**src/rtl/exp_pkg.sv**
```systemverilog
`default_nettype none
// ============================================================================
// Module      : exp_pkg
// Description : Shared state encoding, default sizes and reciprocal helper
//               for the Taylor-series exponential unit.
// Revision    : 1.0 - initial release
// ============================================================================
package exp_pkg;

    localparam int c_frac_w = 16;
    localparam int c_int_w  = 2;
    localparam int c_terms  = 8;
    localparam int c_k_w    = 4;

    typedef enum logic [1:0] {
        S_IDLE = 2'd0,
        S_CALC = 2'd1,
        S_DONE = 2'd2
    } state_t;

    // floor(2^frac_w / k) in Q1.frac_w; k=1 yields exactly 1.0
    function automatic logic [31:0] recip(input int k, input int frac_w);
        if (k < 1) begin
            return 32'd0;
        end
        return 32'((64'd1 << frac_w) / 64'(k));
    endfunction

endpackage
`default_nettype wire

```
**src/rtl/exp_recip_rom.sv**
```systemverilog
`default_nettype none
// ============================================================================
// Module      : exp_recip_rom
// Description : Combinational lookup k -> floor(2^FRAC_W / k), k = 1..TERMS.
// Revision    : 1.0 - initial release
// ============================================================================
module exp_recip_rom
    import exp_pkg::*;
#(
    parameter int FRAC_W = c_frac_w,
    parameter int TERMS  = c_terms
) (
    input  logic [c_k_w-1:0] i_k,
    output logic [FRAC_W:0]  o_recip
);

    logic [FRAC_W:0] w_table [0:(2**c_k_w)-1];

    generate
        for (genvar gi = 0; gi < 2**c_k_w; gi++) begin : g_entry
            if (gi >= 1 && gi <= TERMS) begin : g_live
                assign w_table[gi] = (FRAC_W+1)'(recip(gi, FRAC_W));
            end else begin : g_zero
                assign w_table[gi] = '0;
            end
        end
    endgenerate

    assign o_recip = w_table[i_k];

endmodule
`default_nettype wire

```
**src/rtl/exp_series_unit.sv**
```systemverilog
`default_nettype none
// ============================================================================
// Module      : exp_series_unit
// Description : Multi-cycle e^x / e^-x for x in [0,1), one Taylor term per clk.
// Revision    : 1.0 - initial release
// ============================================================================
module exp_series_unit
    import exp_pkg::*;
#(
    parameter int FRAC_W = c_frac_w,
    parameter int INT_W  = c_int_w,
    parameter int TERMS  = c_terms
) (
    input  logic              clk,
    input  logic              rst,
    input  logic              start,
    input  logic              neg,
    input  logic [FRAC_W-1:0] x,
    output logic              busy,
    output logic              done,
    output logic [INT_W-1:0]  intpart,
    output logic [FRAC_W-1:0] fracpart,
    output logic              ovf
);

    localparam int                 c_acc_w    = INT_W + FRAC_W + 2;
    localparam logic [c_k_w-1:0]   c_last     = c_k_w'(TERMS);
    localparam logic [FRAC_W:0]    c_one_term = {1'b1, {FRAC_W{1'b0}}};
    localparam logic [c_acc_w-1:0] c_one_acc  = {{(INT_W+1){1'b0}}, 1'b1, {FRAC_W{1'b0}}};

    state_t               r_state;
    logic [FRAC_W-1:0]    r_x;
    logic                 r_neg;
    logic [c_k_w-1:0]     r_k;
    logic [FRAC_W:0]      r_term;
    logic [c_acc_w-1:0]   r_acc;

    logic [FRAC_W:0]      w_recip;
    logic [2*FRAC_W:0]    w_prod1;
    logic [FRAC_W:0]      w_p;
    logic [2*FRAC_W+1:0]  w_prod2;
    logic [FRAC_W:0]      w_t;
    logic [c_acc_w-1:0]   w_t_ext;
    logic [c_acc_w-1:0]   w_acc_next;
    logic                 w_sub;
    logic                 w_unused;

    exp_recip_rom #(
        .FRAC_W (FRAC_W),
        .TERMS  (TERMS)
    ) u_rom (
        .i_k     (r_k),
        .o_recip (w_recip)
    );

    assign w_prod1    = {{FRAC_W{1'b0}}, r_term} * {{(FRAC_W+1){1'b0}}, r_x};
    assign w_p        = w_prod1[2*FRAC_W:FRAC_W];
    assign w_prod2    = {{(FRAC_W+1){1'b0}}, w_p} * {{(FRAC_W+1){1'b0}}, w_recip};
    assign w_t        = w_prod2[2*FRAC_W:FRAC_W];
    assign w_t_ext    = {{(INT_W+1){1'b0}}, w_t};
    // Odd powers of -x carry a minus sign in the e^-x series
    assign w_sub      = r_neg & r_k[0];
    assign w_acc_next = w_sub ? (r_acc - w_t_ext) : (r_acc + w_t_ext);
    assign w_unused   = ^{w_prod1[FRAC_W-1:0], w_prod2[FRAC_W-1:0], w_prod2[2*FRAC_W+1]};

    always_ff @(posedge clk) begin
        if (!rst) begin
            r_state  <= S_IDLE;
            r_x      <= '0;
            r_neg    <= 1'b0;
            r_k      <= '0;
            r_term   <= '0;
            r_acc    <= '0;
            busy     <= 1'b0;
            done     <= 1'b0;
            intpart  <= '0;
            fracpart <= '0;
            ovf      <= 1'b0;
        end else begin
            case (r_state)
                S_IDLE: begin
                    done <= 1'b0;
                    if (start) begin
                        r_x     <= x;
                        r_neg   <= neg;
                        r_term  <= c_one_term;
                        r_acc   <= c_one_acc;
                        r_k     <= c_k_w'(1);
                        busy    <= 1'b1;
                        r_state <= S_CALC;
                    end
                end
                S_CALC: begin
                    r_term <= w_t;
                    r_acc  <= w_acc_next;
                    r_k    <= r_k + c_k_w'(1);
                    if (r_k == c_last) begin
                        r_state <= S_DONE;
                        busy    <= 1'b0;
                        done    <= 1'b1;
                        // Sign bit set cannot occur for x<1; clamp defensively
                        if (w_acc_next[c_acc_w-1]) begin
                            intpart  <= '0;
                            fracpart <= '0;
                            ovf      <= 1'b0;
                        end else if (w_acc_next[c_acc_w-2]) begin
                            intpart  <= '1;
                            fracpart <= '1;
                            ovf      <= 1'b1;
                        end else begin
                            intpart  <= w_acc_next[FRAC_W+INT_W-1:FRAC_W];
                            fracpart <= w_acc_next[FRAC_W-1:0];
                            ovf      <= 1'b0;
                        end
                    end
                end
                S_DONE: begin
                    done    <= 1'b0;
                    r_state <= S_IDLE;
                end
                default: begin
                    r_state <= S_IDLE;
                end
            endcase
        end
    end

endmodule
`default_nettype wire

```
**config.mk**
```make
export PLATFORM = sky130hd
export DESIGN_NAME = exp_series_unit
export DESIGN_NICKNAME = d
export VERILOG_FILES = /design/src/rtl/exp_pkg.sv /design/src/rtl/exp_recip_rom.sv /design/src/rtl/exp_series_unit.sv
export SDC_FILE = /design/constraint.sdc
export NUM_CORES = 1
export LEC_CHECK = 0
export BUFFER_PORTS_ARGS = -buffer_cell sky130_fd_sc_hd__buf_2
export CORE_MARGIN = 1.5
export CORE_UTILIZATION = 25
export CTS_CLUSTER_SIZE = 12
export DETAILED_ROUTE_END_ITERATION = 16
export GPL_TIMING_DRIVEN = 0
export PLACE_DENSITY = 0.45
export SYNTH_ARGS = -nofsm -noshare
export SYNTH_HDL_FRONTEND = slang
export SYNTH_SLANG_ARGS = --single-unit
```
**constraint.sdc**
```tcl
create_clock -name clk -period 13.3 [get_ports clk]
set_input_delay 0.665 -clock clk [delete_from_list [all_inputs] [get_ports clk]]
set_output_delay 0.665 -clock clk [all_outputs]
set_load 0.05 [all_outputs]
```
==> results_dict.tcl, run 1 <==
set metrics [dict create \
    status "complete, but fails checks" \
    violations "setup timing" \
    cp-start-kind "register" \
    hold_slack_ns 0.446 \
    clockBufferDepth 2 \
    root_buffer "clkbuf_16" \
    postLayoutSetupSlackWorst_ns -0.500 \
    async_reset_ff_share_pct 0 \
    synth.distinct_cells 64 \
    post-place-ws_ns -3.53 \
    cts-htree-levels 3 \
    cts_made_buffers 9 \
    dr.first_iter.drc_count 825 \
    drive_gt1_share_pct 19.3 \
    gp_congestion 0.856 \
    crit_end "fracpart[0]" \
    peakVddDrop_mv 0.0981 \
    tightest_slew_ns 1.21 \
    finalSetupTns_ns -9.66 \
    fillers 9148 \
    rsz0062_at_grt "yes" \
    final_cells 3860 \
    rr_startpoint "r_term[6]" \
    arrival_ns 14.08 \
    diodes 0 \
    io_buffers 40 \
    drcViolationCount 0 \
    drv_slew 0 \
    cp-startpoint "r_term[6]" \
    worst_r2r_endpoint "fracpart[0]" \
    ant_nets 0 \
    r2r_cells 60 \
    ys_ff_latch 81 \
    via_per_inst 4.43 \
    die_h_um 297 \
    grt_pass1_wl_um 105000 \
    fin_util_pct 31.6 \
    crit_path_frequent_cell "fa_1" \
    synthesis.area_um2 21700 \
    period_needed_ns 13.80 \
    syn_inst 2529 \
    synth_fp_nets 3209 \
    power_density_nw_per_um2 59.2 \
    totalWireLength_um 67000 \
    setup_viol 23 \
    yosysSeqAreaShare_pct 7.49 \
    slowest_stage "fa_2" \
    synth-edff-count 0 \
    dpl.cell_count 3713 \
    final.period_utilization_pct 104 \
    critPathKind "register to register" \
    maxSlewHeadroom_pct 19.5 \
    ys.flop_type "dfxtp_1" \
    grt_pass1_vias 18051 \
    drt_pass1_iterations 5 \
    rrSetupSlack_ns -0.50 \
    fp.dieW_um 297 \
    cp.required_ns 13.58 \
    yosysWarnings 0 \
    final_hold_viol_count 0 \
    cts.sinks 81 \
    p_leak_nw 13.2 \
    crit_path_end_kind "register" \
    cts_tree "done" \
    fin_nets 3391 \
    synth_area_per_cell_um2 8.56 \
    maxCapViolCount 0 \
    ios 41 \
    start_util_pct 25.3 \
    grtUsageTotal_pct 15.3 \
    fmax_ghz 0.0725 \
    die-area_um2 88400 \
    vias 17106 \
    crit_path_max_fanout 6 \
    insertion_delay_ns 0.35 \
    globalRouteOverflowTotal 0 \
    hpwlAfterDp_um 55100 \
    grt_max_degree 14 \
    max_stage_delay_ns 0.61 \
    cts.clk_slew.worst_paths_ns 0.06 \
    hp-start "intpart[1]" \
    rows 107 \
    syn2layout_area_growth_pct 24.8 \
    antenna_found_initial 0 \
    finClkSkew_ns 0.00923 \
    min_path_type "register to register" \
    core_area_um2 85500 \
    wire_per_inst_um 17.4 \
]
[timing repair]
action,CTS,global route
hold buffers,0,0
cloned,2,2
buffers inserted,99,36
pin swaps,79,106
setup endpoints to repair,52,33
resized for setup,348,167
[logic make-up (layout without fill, tap and decap cells)]
family | count (synthesis) | after routing | share of synthesized area, %
AND/OR/NAND/NOR | 783 | 783 | 16.4
adder cells (fa/ha/maj) | 660 | 660 | 52.8
buffers and inverters | 640 | 827 | 11.2
AO/OA/AOI/OAI | 273 | 273 | 8.26
XOR/XNOR | 91 | 91 | 3.75
multiplexers | 1 | 1 | 0.0462
flip-flops | 81 | 81 | 7.49
[per-layer routing]
metal | global-route usage [%] | up-vias | wire (um)
li1 | - | 8032 | -
met1 | 21.6 | 8693 | 31100
met2 | 25.7 | 323 | 32100
met3 | 0.942 | 58 | 2250
met4 | 3.19 | 0 | 1570
met5 | 0 | - | 0
[cell usage after synthesis (12+ instances only)]
cell / instances / area (um^2)
xor2_1: 33 / 289
clkbuf_1: 78 / 293
ha_1: 237 / 2970
a21o_1: 30 / 225
nor3_1: 14 / 70.1
fa_1: 423 / 8470
and2_1: 145 / 907
a31oi_1: 12 / 75.1
nor2_1: 140 / 526
xnor2_1: 57 / 499
nand3_1: 38 / 190
inv_1: 549 / 2060
a21boi_0: 27 / 203
a21oi_1: 84 / 420
nand2_1: 378 / 1420
nor2b_1: 20 / 125
dfxtp_1: 81 / 1620
o21ai_0: 44 / 220
[critical path: cells and delay by family, from the launching register on]
family          cells  cell delay (ns)
fa+ha+maj          15             6.90
compound gates     14             2.33
simple gates       12             1.98
buf+inv            15             1.44
xor+xnor            4             0.67
flops               1             0.39
[cell type report]
type | instances | area, um^2 | share of cell area [%]
clock buffers | 12 | 267 | 0.986
multi-input cells | 1808 | 19300 | 71.3
well taps | 1144 | 1430 | 5.29
plain buffers | 85 | 826 | 3.05
clock inverters | 4 | 50.0 | 0.185
flip-flops and latches | 81 | 1720 | 6.36
inverters | 550 | 2060 | 7.63
repair buffers | 176 | 1410 | 5.22
[worst min path at each step]
| stage | end | cells after the start |
|---|---|---|
| after floorplan | r_neg | 2 |
| final | intpart[1] | 2 |
| after global routing | intpart[1] | 2 |
| after detailed placement | fracpart[14] | 2 |
| after CTS | fracpart[14] | 2 |
| after global placement | fracpart[14] | 2 |
[layout by cell type, fill, tap and decap left out, types with 20 or more instances in the layout]
cell and n:
a21boi_0 20, a21o_1 30, a21oi_1 59, and2_1 142, buf_2 41, buf_4 113
clkbuf_1 33, clkbuf_16 20, clkbuf_8 21, dfxtp_1 53, dfxtp_4 25, fa_1 405
ha_1 214, inv_1 536, nand2_1 362, nand3_1 36, nor2_1 107, o21ai_0 24
o21ai_2 22, xnor2_1 28, xnor2_2 22
[registers in the layout, indices dropped and copies added (netlist names), 2 cells and up]
signal / cells
r_k: 4
r_x: 16
r_state: 2
fracpart: 16
intpart: 2
r_term: 17
r_acc: 20
[stage by stage]
step | cell area (um^2) | power, mW
2_1_floorplan | 21800 | 0.706
6_report | 27000 | 1.60
3_5_place_dp | 23400 | 0.852
5_1_grt | 27000 | 1.70
3_3_place_gp | 23400 | 0.856
4_1_cts | 26000 | 1.31
[where the power goes]
group / internal (mW) / switching [mW]
registers: 0.259 / 0.0185
logic: 0.504 / 0.550
clock network: 0.161 / 0.108
Power figures use the tool's default switching activity.
==> run 2, diff against run 1 <==
- CELL_PAD_IN_SITES_DETAIL_PLACEMENT: not set -> 1
- CELL_PAD_IN_SITES_GLOBAL_PLACEMENT: not set -> 1
- PLACE_DENSITY: 0.45 -> 0.53
==> run 2 against run 1 <==
  * The run still ends with setup timing left
  * Wire length is 13% higher
  * Cell area increased by 2.3%
  * Clock power hardly changed
  * Fmax down 0.96%
  * Utilization increased by 0.72 points
==> results_dict.tcl, run 2 (synthesis gave the netlist of run 1 again) <==
set metrics [dict create \
    globalRouteOverflowTotal 0 \
    vias 17722 \
    rows 107 \
    final_cell_mix "534 x inv_1, 400 x fa_1, 359 x nand2_1" \
    crit_path_frequent_cell "fa_1" \
    cp.required_ns 13.58 \
    cts-htree-levels 3 \
    violations "setup timing" \
    drt_pass1_iterations 5 \
    ios 41 \
    setup_viol 26 \
    top_regs "r_acc x20, r_term x17" \
    drcViolationCount 0 \
    cts_made_buffers 9 \
    layout_commonest_cell "inv_1" \
    antenna_found_initial 3 \
    largest_reg_flops 20 \
    maxSlewHeadroom_pct 13.4 \
    slowest_stage "fa_2" \
    largest-register "r_acc" \
    arrival_ns 14.21 \
    grt_pass1_vias 20110 \
    grtUsageTotal_pct 17.3 \
    max_stage_delay_ns 0.61 \
    final.period_utilization_pct 105 \
    drv_slew 0 \
    drive_gt1_share_pct 21.4 \
    fmax_ghz 0.0718 \
    grt_max_degree 15 \
    min_path_type "register to register" \
    final_hold_viol_count 0 \
    finClkSkew_ns 0.0130 \
    cp-start-kind "register" \
    peakVddDrop_mv 0.0986 \
    root_buffer "clkbuf_16" \
    dr.first_iter.drc_count 673 \
    syn2layout_area_growth_pct 27.7 \
    rsz0062_at_grt "yes" \
    finalPower_mw 1.48 \
    period_needed_ns 13.93 \
    crit_path_max_fanout 8 \
    status "complete, but fails checks" \
    cts_tree "done" \
    crit_path_end_kind "register" \
    p_leak_nw 13.4 \
    start_util_pct 25.3 \
    totalWireLength_um 75400 \
    io_buffers 40 \
    core_area_um2 85500 \
    power_density_nw_per_um2 53.7 \
    tightest_slew_ns 1.29 \
    gp_congestion 0.855 \
    hpwlAfterDp_um 61600 \
    postLayoutSetupSlackWorst_ns -0.634 \
    via_per_inst 4.55 \
    post_dp_cell_area_um2 23400 \
    finish.instance_area_um2 27700 \
    ant_nets 0 \
    insertion_delay_ns 0.35 \
    wire_per_inst_um 19.4 \
    die-area_um2 88400 \
    clockBufferDepth 2 \
    die_h_um 297 \
    maxCapViolCount 0 \
    grt_pass1_wl_um 119000 \
    cts.sinks 81 \
    fin_nets 3425 \
    fp.dieW_um 297 \
    cts.clk_slew.worst_paths_ns 0.06 \
    critPathKind "register to register" \
]
-- run 2: worst max-delay path, delay by kind of cell (launching register included) --
family                   cells  cell delay [ns]
XOR/XNOR                     4             0.94
flip-flops                   1             0.38
AO/OA/AOI/OAI               17             2.70
AND/OR/NAND/NOR             10             1.64
adder cells (fa/ha/maj)     15             7.04
buffers and inverters       12             1.14
-- run 2: final cells by class --
class,instances,area [um^2]
tap,1144,1430
clock inverter,5,60.1
sequential,81,1720
timing repair buffer,214,1730
inverter,550,2060
multi-input combinational,1808,19500
fill,9902,57900
buffer,81,866
antenna,1,2.50
clock buffer,11,253
-- run 2: repair_timing --
item | CTS | global route
gates cloned | 2 | 0
buffers inserted | 127 | 47
hold buffers | 0 | 0
setup endpoints to repair | 56 | 35
gates resized for setup | 456 | 104
pin swaps | 121 | 104
-- run 2: power breakdown --
part	total, mW	internal, mW	switching [mW]
Sequential	0.278	0.259	0.0189
Clock	0.268	0.157	0.111
Combinational	0.938	0.432	0.506
-- run 2: worst paths after layout --
| kind | start | endpoint | slack, ns | depth (start not counted) |
|---|---|---|---|---|
| max | r_x[10] | fracpart[6] | -0.63 | 58 |
| min | fracpart[0] | fracpart[0] | 0.45 | 2 |
| max reg2reg | r_x[10] | fracpart[6] | -0.63 | 58 |
| min reg2reg | fracpart[0] | fracpart[0] | 0.45 | 2 |
-- run 2: metrics by stage --
step	std cells	hold slack [ns]	setup WS (ns)	TNS [ns]	util [%]
finish	3895	0.448	-0.634	-13.09	32.3
global route	3894	0.468	-1.17	-28.12	32.3
CTS	3852	0.452	-0.504	-9.90	31.4
detailed placement	3714	0.443	-3.86	-125.74	27.4
global placement	3713	0.440	-4.01	-127.78	27.3
floorplan	2529	0.445	0.0357	0	-
-- run 2: routing by layer --
metal,vias up,global-route usage (%),share of wire (%)
li1,8113,-,-
met1,9293,23.6,45
met2,243,30.2,51
met3,73,1.29,2.6
met4,0,3.04,1.7
met5,-,0,0
==> run 3, diff against run 2 <==
- SYNTH_HIERARCHICAL: not set -> 1
==> run 3 against run 2 <==
  * The flow still finishes with violations (setup timing)
  * Total power grew 12%
  * Clock-buffer cell count shrank 2
  * First-iteration DRC count grew 5.8%
  * Cell count grew 0.62%
  * Sequential cell count is the same
  * Clock skew shrank 0.0033 ns
  * Worst setup slack lost 0.73 ns
  * Clock power grew 6%
  * Combinational power grew 16%
  * Critical path depth is the same
  * Critical path type unchanged
  * Largest cell class unchanged
==> results_dict.tcl, run 3 <==
set metrics [dict create \
    synth-edff-count 0 \
    async_reset_ff_share_pct 0 \
    rrSetupSlack_ns -1.36 \
    globalRouteOverflowTotal 0 \
    rows 109 \
    grt_max_degree 17 \
    rsz0062_at_grt "yes" \
    max_stage_delay_ns 0.56 \
    largest-register "r_acc" \
    yosysTopAreaCellShare_pct 38.2 \
    p_leak_nw 13.0 \
    crit_path_end_kind "register" \
    clockBufferDepth 2 \
    dr.first_iter.drc_count 712 \
    wire_per_inst_um 19.0 \
    peakVddDrop_mv 0.113 \
    postLayoutSetupSlackWorst_ns -1.36 \
    grt_pass1_vias 20010 \
    cts.sinks 81 \
    fp.dieW_um 303 \
    maxSlewHeadroom_pct 21.3 \
    fmax_ghz 0.0682 \
    yosys-top-cells-area "fa_1 38%, ha_1 13%, inv_1 8.6%, and2_1 8.1%, dfxtp_1 7.2%" \
    yosysMostFrequentCell "inv_1" \
    dpl.cell_count 3818 \
    start_util_pct 25.3 \
    critPathKind "register to register" \
    synthesis.area_um2 22500 \
    synth_common_cells "518 x inv_1, 429 x fa_1, 415 x nand2_1" \
    ys.flop_type "dfxtp_1" \
    finClkSkew_ns 0.00971 \
    post_dp_cell_area_um2 24500 \
    final_cells 3919 \
    largest_reg_flops 20 \
    crit_path_frequent_cell "fa_1" \
    cts_made_buffers 9 \
    layout_commonest_cell "inv_1" \
    cts_tree "done" \
    final.period_utilization_pct 110 \
    maxCapViolCount 0 \
    antenna_found_initial 2 \
    fin_nets 3424 \
    totalWireLength_um 74300 \
    crit_path_max_fanout 10 \
    via_per_inst 4.54 \
    drcViolationCount 0 \
    drt_pass1_iterations 4 \
    root_buffer "clkbuf_16" \
    syn_inst 2613 \
    cp-start-kind "register" \
    die-area_um2 91800 \
    final_hold_viol_count 0 \
    yosysSeqAreaShare_pct 7.21 \
    syn2layout_area_growth_pct 19.4 \
    grt_pass1_wl_um 117000 \
    synth_area_per_cell_um2 8.61 \
    final_cell_mix "513 x inv_1, 425 x fa_1, 414 x nand2_1" \
    arrival_ns 14.90 \
    hpwlAfterDp_um 61200 \
    min_path_type "register to register" \
    violations "setup timing" \
    fillers 10325 \
    slowest_stage "fa_1" \
    core_area_um2 88800 \
    period_needed_ns 14.66 \
    post-place-ws_ns -4.05 \
    ys_ff_latch 81 \
    cts-htree-levels 3 \
    status "complete, but fails checks" \
    grtUsageTotal_pct 16.6 \
    vias 17779 \
    power_density_nw_per_um2 61.7 \
    finish.instance_area_um2 26900 \
    gp_congestion 0.829 \
    drive_gt1_share_pct 14.3 \
    finalSetupTns_ns -33.65 \
    synth.distinct_cells 71 \
    hold_slack_ns 0.461 \
    tightest_slew_ns 1.18 \
    synth_fp_nets 3293 \
    top_regs "r_acc x20, r_term x17" \
    drv_slew 0 \
    ios 41 \
    die_h_um 303 \
    cp.required_ns 13.54 \
    cts.clk_slew.worst_paths_ns 0.07 \
    ant_nets 0 \
    io_buffers 40 \
    synth_top_area_cell "fa_1" \
    yosysWarnings 6 \
    ctsHoldBuffers 0 \
    setup_viol 33 \
    insertion_delay_ns 0.36 \
]
## run 3: worst paths after layout
path / start / to / cells after the start
worst max-delay path: r_x[11] / r_acc[19] / 58
worst max register to register: r_x[11] / r_acc[19] / 58
worst min-delay path: fracpart[15] / fracpart[15] / 2
worst min register to register: fracpart[15] / fracpart[15] / 2
## run 3: cells by family after synthesis
family / share of synthesized area [%]
buffers and inverters: 10.7
adders and majority gates: 51.0
muxes: 0.0501
DFF: 7.21
xor gates and xnor gates: 2.70
AOI/OAI and AO/OA: 8.48
and+or+nand+nor: 19.8
## run 3: worst max-delay path: cells and delay by family (launching register included)
family | cells | cell delay (ns)
AO/OA/AOI/OAI | 17 | 3.71
XOR/XNOR | 2 | 0.57
adder cells (fa/ha/maj) | 15 | 6.74
buffers and inverters | 13 | 1.47
flip-flops | 1 | 0.37
AND/OR/NAND/NOR | 11 | 1.64
## run 3: what timing repair did
item | 4_1_cts | 5_1_grt
setup buffers | 54 | 27
hold endpoints to repair | 0 | 0
gates cloned | 1 | 0
gates resized for setup | 215 | 100
setup endpoints to repair | 56 | 37
pin swaps | 44 | 58
## run 3: power by group
group / switching, mW / leakage (nW) / internal (mW)
Clock: 0.117 / 0.159 / 0.168
Combinational: 0.607 / 12.2 / 0.480
Sequential: 0.0236 / 0.676 / 0.261
## run 3: stage by stage
| stage | util [%] | power [mW] |
|---|---|---|
| 3_3_place_gp | 27.6 | 1.01 |
| 6_report | 30.2 | 1.66 |
| 2_1_floorplan | - | 0.824 |
| 3_5_place_dp | 27.6 | 1.03 |
| 5_1_grt | 30.2 | 1.76 |
| 4_1_cts | 29.5 | 1.50 |
## run 3: routing by layer
layer	up-vias	wire length, um	GRT usage, %
met5	-	0	0
met4	0	1350	2.91
met3	58	1600	1.11
met2	171	37500	29.7
met1	9295	33900	22.2
li1	8255	-	-
## run 3: cell type report
cell class | instances | area, um^2 | share of cell area, %
inverters | 518 | 1940 | 7.24
clock buffers | 9 | 225 | 0.839
plain buffers | 114 | 917 | 3.42
clock inverters | 7 | 105 | 0.391
flip-flops and latches | 81 | 1700 | 6.34
well taps | 1165 | 1460 | 5.43
diodes | 5 | 12.5 | 0.0466
multi-input cells | 1899 | 19600 | 73.0
repair buffers | 121 | 891 | 3.32
